<file path="src/rtl/exp_norm_pipe_if.sv">
// Stream bundle for exp_norm_pipe: input beat (exponent + raw mantissa) and normalised output beat.
// slave = the normaliser, master = whatever feeds and drains it.
interface exp_norm_pipe_if #(
    parameter int EXP_W = 10,
    parameter int MAN_W = 48,
    parameter int LZ_W  = 7
);
    logic             in_valid;
    logic             in_ready;
    logic [EXP_W-1:0] exp_tmp;
    logic [MAN_W-1:0] man_in;

    logic             out_valid;
    logic             out_ready;
    logic [EXP_W-1:0] exp_norm;
    logic [MAN_W-1:0] man_norm;
    logic [LZ_W-1:0]  lz_count;
    logic             zero;
    logic             uflow;
    logic             oflow;

    modport slave (
        input  in_valid, exp_tmp, man_in, out_ready,
        output in_ready, out_valid, exp_norm, man_norm, lz_count, zero, uflow, oflow
    );

    modport master (
        output in_valid, exp_tmp, man_in, out_ready,
        input  in_ready, out_valid, exp_norm, man_norm, lz_count, zero, uflow, oflow
    );
endinterface

</file>
<file path="src/rtl/exp_norm_pipe.sv">
// Leading-zero normalise of mantissa/exponent with zero/underflow/overflow flags; DENORM_CLAMP_EN floors the exponent at 1.
// Latency 2 cycles, 1 beat/cycle; out_ready stalls propagate combinationally to in_ready (no skid buffer).
module exp_norm_pipe #(
    parameter int EXP_W   = 10,
    parameter int MAN_W   = 48,
    parameter int LZ_W    = 7,
    parameter int EXP_MAX = 255
) (
    input  logic              clk,
    input  logic              rst,
    exp_norm_pipe_if.slave    bus
);

    logic             r_init;

    logic             r_s1_vld;
    logic [EXP_W-1:0] r_s1_exp;
    logic [MAN_W-1:0] r_s1_man;
    logic [LZ_W-1:0]  r_s1_lz;

    logic             r_s2_vld;
    logic [EXP_W-1:0] r_s2_exp;
    logic [MAN_W-1:0] r_s2_man;
    logic [LZ_W-1:0]  r_s2_lz;
    logic             r_s2_zero;
    logic             r_s2_uflow;
    logic             r_s2_oflow;

    logic             w_s2_adv;
    logic             w_in_rdy;
    logic [LZ_W-1:0]  w_lz;

    logic [LZ_W-1:0]  w_shift;
    logic [EXP_W-1:0] w_exp;
    logic [MAN_W-1:0] w_man;
    logic [LZ_W-1:0]  w_lz_out;
    logic             w_zero;
    logic             w_uflow;
    logic             w_oflow;
`ifdef DENORM_CLAMP_EN
    logic             w_clamped;
    int               w_lim;
`endif

    // S2 drains when empty or when the consumer takes its beat; S1 refills in the same cycle.
    assign w_s2_adv = !r_s2_vld || bus.out_ready;
    assign w_in_rdy = r_init && (!r_s1_vld || w_s2_adv);

    // Lowest-to-highest scan so the topmost set bit decides the count.
    always_comb begin
        w_lz = LZ_W'(MAN_W);
        for (int i = 0; i < MAN_W; i++) begin
            if (bus.man_in[i]) begin
                w_lz = LZ_W'(MAN_W - 1 - i);
            end
        end
    end

    always_comb begin
        w_zero = (r_s1_man == '0);
`ifdef DENORM_CLAMP_EN
        w_lim     = int'($signed(r_s1_exp)) - 1;
        w_shift   = '0;
        w_clamped = 1'b0;
        if ($signed(r_s1_exp) > 0) begin
            if (int'(r_s1_lz) <= w_lim) begin
                w_shift = r_s1_lz;
            end else begin
                w_shift   = LZ_W'(w_lim);
                w_clamped = 1'b1;
            end
        end else begin
            w_clamped = (r_s1_lz != '0);
        end
`else
        w_shift = r_s1_lz;
`endif
        w_exp    = r_s1_exp - EXP_W'(w_shift);
        w_man    = r_s1_man << w_shift;
        w_lz_out = w_shift;
        w_oflow  = int'($signed(w_exp)) >= EXP_MAX;
        w_uflow  = (int'($signed(w_exp)) <= 0) && !w_zero;
`ifdef DENORM_CLAMP_EN
        // A limited shift leaves the leading one short of the top: report it as denormal.
        if (w_clamped) begin
            w_uflow = !w_man[MAN_W-1];
        end
`endif
        if (w_zero) begin
            w_exp    = '0;
            w_man    = '0;
            w_lz_out = LZ_W'(MAN_W);
            w_uflow  = 1'b0;
            w_oflow  = 1'b0;
        end
    end

    always_ff @(posedge clk or posedge rst) begin
        if (rst) begin
            r_init     <= 1'b0;
            r_s1_vld   <= 1'b0;
            r_s1_exp   <= '0;
            r_s1_man   <= '0;
            r_s1_lz    <= '0;
            r_s2_vld   <= 1'b0;
            r_s2_exp   <= '0;
            r_s2_man   <= '0;
            r_s2_lz    <= '0;
            r_s2_zero  <= 1'b0;
            r_s2_uflow <= 1'b0;
            r_s2_oflow <= 1'b0;
        end else begin
            r_init <= 1'b1;
            if (w_in_rdy) begin
                r_s1_vld <= bus.in_valid;
                if (bus.in_valid) begin
                    r_s1_exp <= bus.exp_tmp;
                    r_s1_man <= bus.man_in;
                    r_s1_lz  <= w_lz;
                end
            end
            if (w_s2_adv) begin
                r_s2_vld <= r_s1_vld;
                if (r_s1_vld) begin
                    r_s2_exp   <= w_exp;
                    r_s2_man   <= w_man;
                    r_s2_lz    <= w_lz_out;
                    r_s2_zero  <= w_zero;
                    r_s2_uflow <= w_uflow;
                    r_s2_oflow <= w_oflow;
                end
            end
        end
    end

    assign bus.in_ready  = w_in_rdy;
    assign bus.out_valid = r_s2_vld;
    assign bus.exp_norm  = r_s2_exp;
    assign bus.man_norm  = r_s2_man;
    assign bus.lz_count  = r_s2_lz;
    assign bus.zero      = r_s2_zero;
    assign bus.uflow     = r_s2_uflow;
    assign bus.oflow     = r_s2_oflow;

endmodule

</file>
<file path="src/flat_wrapper.sv">
// flat-port wrapper written by rule: the top's interface ports become plain ports
module exp_norm_pipe_flat 
#(
    parameter int EXP_W   = 10,
    parameter int MAN_W   = 48,
    parameter int LZ_W    = 7,
    parameter int EXP_MAX = 255
)
  (clk, rst, bus_in_valid, bus_exp_tmp, bus_man_in, bus_out_ready, bus_in_ready, bus_out_valid, bus_exp_norm, bus_man_norm, bus_lz_count, bus_zero, bus_uflow, bus_oflow);
  exp_norm_pipe_if #(.EXP_W(EXP_W), .MAN_W(MAN_W), .LZ_W(LZ_W)) bus_i ();
  input  logic clk;
  input  logic rst;
  input wire logic [$bits(bus_i.in_valid)-1:0] bus_in_valid;
  input wire logic [$bits(bus_i.exp_tmp)-1:0] bus_exp_tmp;
  input wire logic [$bits(bus_i.man_in)-1:0] bus_man_in;
  input wire logic [$bits(bus_i.out_ready)-1:0] bus_out_ready;
  output wire logic [$bits(bus_i.in_ready)-1:0] bus_in_ready;
  output wire logic [$bits(bus_i.out_valid)-1:0] bus_out_valid;
  output wire logic [$bits(bus_i.exp_norm)-1:0] bus_exp_norm;
  output wire logic [$bits(bus_i.man_norm)-1:0] bus_man_norm;
  output wire logic [$bits(bus_i.lz_count)-1:0] bus_lz_count;
  output wire logic [$bits(bus_i.zero)-1:0] bus_zero;
  output wire logic [$bits(bus_i.uflow)-1:0] bus_uflow;
  output wire logic [$bits(bus_i.oflow)-1:0] bus_oflow;
  assign bus_i.in_valid = bus_in_valid;
  assign bus_i.exp_tmp = bus_exp_tmp;
  assign bus_i.man_in = bus_man_in;
  assign bus_i.out_ready = bus_out_ready;
  assign bus_in_ready = bus_i.in_ready;
  assign bus_out_valid = bus_i.out_valid;
  assign bus_exp_norm = bus_i.exp_norm;
  assign bus_man_norm = bus_i.man_norm;
  assign bus_lz_count = bus_i.lz_count;
  assign bus_zero = bus_i.zero;
  assign bus_uflow = bus_i.uflow;
  assign bus_oflow = bus_i.oflow;
  exp_norm_pipe #(.EXP_W(EXP_W), .MAN_W(MAN_W), .LZ_W(LZ_W), .EXP_MAX(EXP_MAX)) u_core (.clk(clk), .rst(rst), .bus(bus_i));
endmodule
</file>
<file path="config.mk">
export PLATFORM = sky130hd
export DESIGN_NAME = exp_norm_pipe_flat
export DESIGN_NICKNAME = d
export VERILOG_FILES = /design/src/rtl/exp_norm_pipe_if.sv /design/src/rtl/exp_norm_pipe.sv /design/src/flat_wrapper.sv
export SDC_FILE = /design/constraint.sdc
export NUM_CORES = 1
export LEC_CHECK = 0
export ABC_CLOCK_PERIOD_IN_PS = 7080
export CELL_PAD_IN_SITES_DETAIL_PLACEMENT = 1
export CELL_PAD_IN_SITES_GLOBAL_PLACEMENT = 1
export CORE_ASPECT_RATIO = 1.1
export CORE_MARGIN = 3
export CORE_UTILIZATION = 40
export DETAILED_ROUTE_END_ITERATION = 7
export PLACE_DENSITY = 0.83
export SLEW_MARGIN = 20
export SYNTH_ARGS = -nofsm -noshare
export SYNTH_HDL_FRONTEND = slang
export SYNTH_SLANG_ARGS = --single-unit
</file>
<file path="constraint.sdc">
create_clock -name clk -period 7.08 [get_ports clk]
set_input_delay 1.416 -clock clk [delete_from_list [all_inputs] [get_ports clk]]
set_output_delay 1.416 -clock clk [all_outputs]
set_load 0.05 [all_outputs]
</file>
==> flow_results.org <==
** Outcome
- The flow ran to the end, and the final reports show no timing, DRC or antenna violations.

** Yosys
- Dominant synthesized flop cell :: sky130_fd_sc_hd__dfrtp_1
- After synthesis, the share of flip-flops with an asynchronous set or reset is 1.00.
- Synthesis produced a netlist with a net count of roughly 1100.
- Area of the mapped netlist :: 9530 um^2
- A synthesized cell averages about 9.6 um^2.
- Warnings, synthesis :: 0
- Instance count of the mapped netlist :: 995
- Synth cell types :: 77
- The synthesized design contains 0 enable-type register cells.
- Sequential share of the synthesized area :: 0.352
- Total of flip-flops plus latches after synthesis :: 134

** Clock tree
- After clock tree synthesis, the setup repair step added 0 buffers.
- Clock-pin slew was measured on the worst setup and hold paths at 0.06 ns.
- Clock tree synthesis selected as its root buffer the cell sky130_fd_sc_hd__clkbuf_16.
- PostCTS Resize Cnt :: 0
- CTS Buffer Depth :: 2
- Number of H-tree levels :: 4
- Number of buffers inserted by hold repair at cts :: 0
- For this design, the sink count on the clock tree is 134.
- TritonCTS built the clock tree.
- Total CTS buffers :: 17
- Clock latency on the worst-skew pair :: 0.45 ns

** Global routing
- Vias in the first global route :: just over 9000
- The first global-routing pass estimated 54000 um of wire.
- The number of antenna violations at the first check in global routing is 0.
- Entering global routing, the biggest net connects 78 pins.
- Overall routing resource usage :: 0.265
- The total overflow left after global routing is 0.

** STA
- Setup Skew :: 0.0177 ns
- Dividing the final minimum period by the clock period gives 0.654.
- Setup repair after global routing missed its margin :: no
- The number of max-slew violations in the final report came to 0.
- The number of hold violations in the final report was 0.
- Fin Setup TNS :: 0 ns
- Relative slew slack :: 0.344
- For the pin with the worst max-slew slack, the measured transition is about 0.98 ns.
- Setup violations remaining at the end of the flow were counted as 0.
- Final critical-path required period :: 4.63 ns
- For this run, the top clock speed supported by timing is approximately 220 MHz.

** Routing
- Wires add up to 34600 um.
- DR vias :: 8961
- The pre-antenna-repair detailed-routing pass consisted of 5 iterations.
- The detailed router finished its first iteration with approximately 840 violations.
- The detail route stage leaves a number of antenna-violating nets equal to 0.
- For this run, design rule violations remaining after detail routing come to 0.
- After detailed routing, the number of vias per cell comes to 6.41.
- After detailed routing, the average wire length per cell comes to 24.7 um.

** Setup path
- Setup Crit Path Kind :: input pin to output port
- Reg-to-reg setup timing slack :: 3.43 ns
- Counting cells, the worst reg-to-reg path comes to 9.
- Standard cell with the maximum stage delay on the critical path :: sky130_fd_sc_hd__clkdlybuf4s50_1
- The worst register-to-register path begins at u_core.r_s1_lz[2]$_DFFE_PP0P_.
- Number of buffers and inverters on the critical path :: 3
- The worst setup path is launched from an input pin.
- Capture point of the worst path :: bus_in_ready
- Launching element of the worst setup path :: bus_out_ready
- In this design, the critical path's most frequently occurring cell is sky130_fd_sc_hd__clkdlybuf4s50_1.
- Crit end category :: output port
- Biggest fanout along the worst timing path :: 4
- At the worst endpoint, the required time is roughly 5.7 ns.
- Peak per-stage delay on the critical path :: ~0.7 ns
- In this run the number of cells on the critical path is 6.
- The cell family contributing the most delay on the critical path is buffers and inverters.
- RR Endpoint :: u_core.bus.oflow$_DFFE_PP0P_
- STA puts the critical path data arrival time at 3.22 ns.
- CP Cell Sequence :: clkdlybuf4s50_1, nand2b_1, or2_2, nand2_1, inv_1, clkdlybuf4s50_1

** Power and ir drop
- For this design the total switching power over the nets is approximately 2 mW.
- The share of total power dissipated in combinational logic is 0.503.
- Switching part of the total power :: 0.471
- Cell leakage power :: 4.51 nW
- Summing internal, switching and leakage power gives between 4 and 5 mW.
- Part of the power in the clock network :: 0.210
- Sequential power share :: 0.287
- Max rail drop VDD :: 0.151 mV
- For this design the ratio of total power to cell area is around 380 nW/um^2.
- Pint :: 2.29 mW

** Floorplan
- Die height :: 168 um
- Floorplan row count :: 58
- The floorplan step defined a die boundary enclosing 25700 um^2.
- The floorplan step set the die width to 153 um.
- Placeable core region :: 23100 um^2
- I/O pin count :: 132
- For this configuration, the core starts out at a cell density of 0.412.

** Layout
- Register cell area after layout :: 3360 um^2
- Ant. Diodes :: 0
- Net count reported at finish :: 1154
- In the layout the commonest cells are sky130_fd_sc_hd__clkdlybuf4s50_1 (130), sky130_fd_sc_hd__dfrtp_1 (130), sky130_fd_sc_hd__nand2_1 (103), sky130_fd_sc_hd__mux2_2 (90), sky130_fd_sc_hd__mux2i_1 (82).
- Fillers :: 2597
- Post-synthesis to final-layout area growth :: 20.7%
- Share of cells above drive strength 1 :: 0.161
- In the final layout, the multi-input gates occupy roughly 5700 um^2.

** Placement
- Routability-driven placement congestion ratio :: 0.915
- I/O Buffers :: 130
- Total half-perimeter wirelength after legalization and detailed placement :: 25200 um

** Hold path
- The tightest min-delay check is of the register to register type.

** Run
- The tool flagged a number of max-cap violations equal to 0.
## area by class of cell
cell class	instances	area share
Clock inverter	15	0.0136
Sequential cell	134	0.292
Tap cell	300	0.0327
Multi-Input combinational cell	770	0.497
Timing Repair Buffer	141	0.120
Clock buffer	17	0.0370
Inverter	21	0.00729
## cell usage after synthesis, drive strengths merged, types with 4 or more instances
library cell | count | share of area
nor2 | 73 | 0.029
nand4 | 9 | 0.0059
a311oi | 4 | 0.0043
a221oi | 9 | 0.0096
o221ai | 4 | 0.0037
a22oi | 9 | 0.0071
nand3 | 19 | 0.010
o22ai | 13 | 0.0085
nor4 | 23 | 0.015
dfrtp | 134 | 0.35
clkbuf | 24 | 0.0095
a21oi | 40 | 0.021
nor3 | 20 | 0.011
mux4 | 17 | 0.040
ha | 6 | 0.0079
and3 | 6 | 0.0039
nand2 | 104 | 0.041
a211oi | 7 | 0.0060
inv | 20 | 0.0079
o31ai | 11 | 0.011
nand2b | 10 | 0.0066
a2111oi | 5 | 0.0053
nor2b | 6 | 0.0039
a22o | 15 | 0.014
buf | 46 | 0.033
mux2 | 97 | 0.12
o21ai | 78 | 0.041
or2 | 5 | 0.0033
a32o | 11 | 0.012
o21a | 4 | 0.0032
mux2i | 82 | 0.086
a32oi | 11 | 0.010
o311ai | 8 | 0.0074
o211ai | 12 | 0.0095
## kinds of logic (layout without fill, tap and decap cells)
kind of cell	count (synthesis)	after routing	share of synthesized area
AO/OA/AOI/OAI	268	268	0.197
XOR/XNOR	4	4	0.00368
adder cells (fa/ha/maj)	7	7	0.00998
buffers and inverters	91	194	0.0503
flip-flops	134	134	0.352
multiplexers	196	196	0.243
other	2	2	0.000788
AND/OR/NAND/NOR	293	293	0.143
## through the flow
stage	area, um^2	utilization	setup slack (ns)	std cells	hold slack (ns)
2_1_floorplan	9530	-	2.08	995	0.458
3_3_place_gp	10900	0.471	2.51	1366	0.466
3_5_place_dp	10900	0.471	2.46	1366	0.472
4_1_cts	11500	0.497	2.44	1398	0.487
5_1_grt	11500	0.497	2.39	1398	0.507
6_report	11500	0.497	2.45	1398	0.477
## routing by layer
layer / up-vias / part of all wire / GRT usage
li1: 3992 / - / -
met1: 4540 / 0.44 / 0.368
met2: 356 / 0.47 / 0.424
met3: 73 / 0.054 / 0.0357
met4: 0 / 0.032 / 0.0984
met5: - / 0 / 0
## worst min-delay path: cells and delay by family (launching register included)
family        cells  cell delay, ns
simple gates      2            0.10
flops             1            0.34
## registers in the layout (all words and copies together), names as in the netlist, 6 cells and up
| signal | flops |
|---|---|
| u_core.bus.man_norm | 48 |
| u_core.r_s1_man | 48 |
| u_core.bus.exp_norm | 10 |
| u_core.r_s1_exp | 10 |
| u_core.bus.lz_count | 6 |
| u_core.r_s1_lz | 6 |
## how the worst min path moves through the flow
| stage | start | end | slack (ns) | cells after the start |
|---|---|---|---|---|
| global placement | u_core.bus.man_norm[26]$_DFFE_PP0P_ | u_core.bus.man_norm[26]$_DFFE_PP0P_ | 0.47 | 2 |
| CTS | u_core.bus.man_norm[39]$_DFFE_PP0P_ | u_core.bus.man_norm[39]$_DFFE_PP0P_ | 0.49 | 2 |
| global route | u_core.bus.man_norm[39]$_DFFE_PP0P_ | u_core.bus.man_norm[39]$_DFFE_PP0P_ | 0.51 | 2 |
| floorplan | u_core.r_s1_vld$_DFFE_PP0P_ | u_core.bus.out_valid$_DFFE_PP0N_ | 0.46 | 2 |
| finish | u_core.bus.man_norm[37]$_DFFE_PP0P_ | u_core.bus.man_norm[37]$_DFFE_PP0P_ | 0.48 | 2 |
| detailed placement | u_core.bus.man_norm[39]$_DFFE_PP0P_ | u_core.bus.man_norm[39]$_DFFE_PP0P_ | 0.47 | 2 |
## power by group through the flow
stage,clock [mW],sequential (mW),combinational (mW)
floorplan,0,1.73,0.903
global placement,0,1.23,2.11
detailed placement,0,1.25,2.15
CTS,0.915,1.23,2.16
global route,0.948,1.27,2.28
finish,0.907,1.24,2.17
Power figures use the tool's default switching activity.
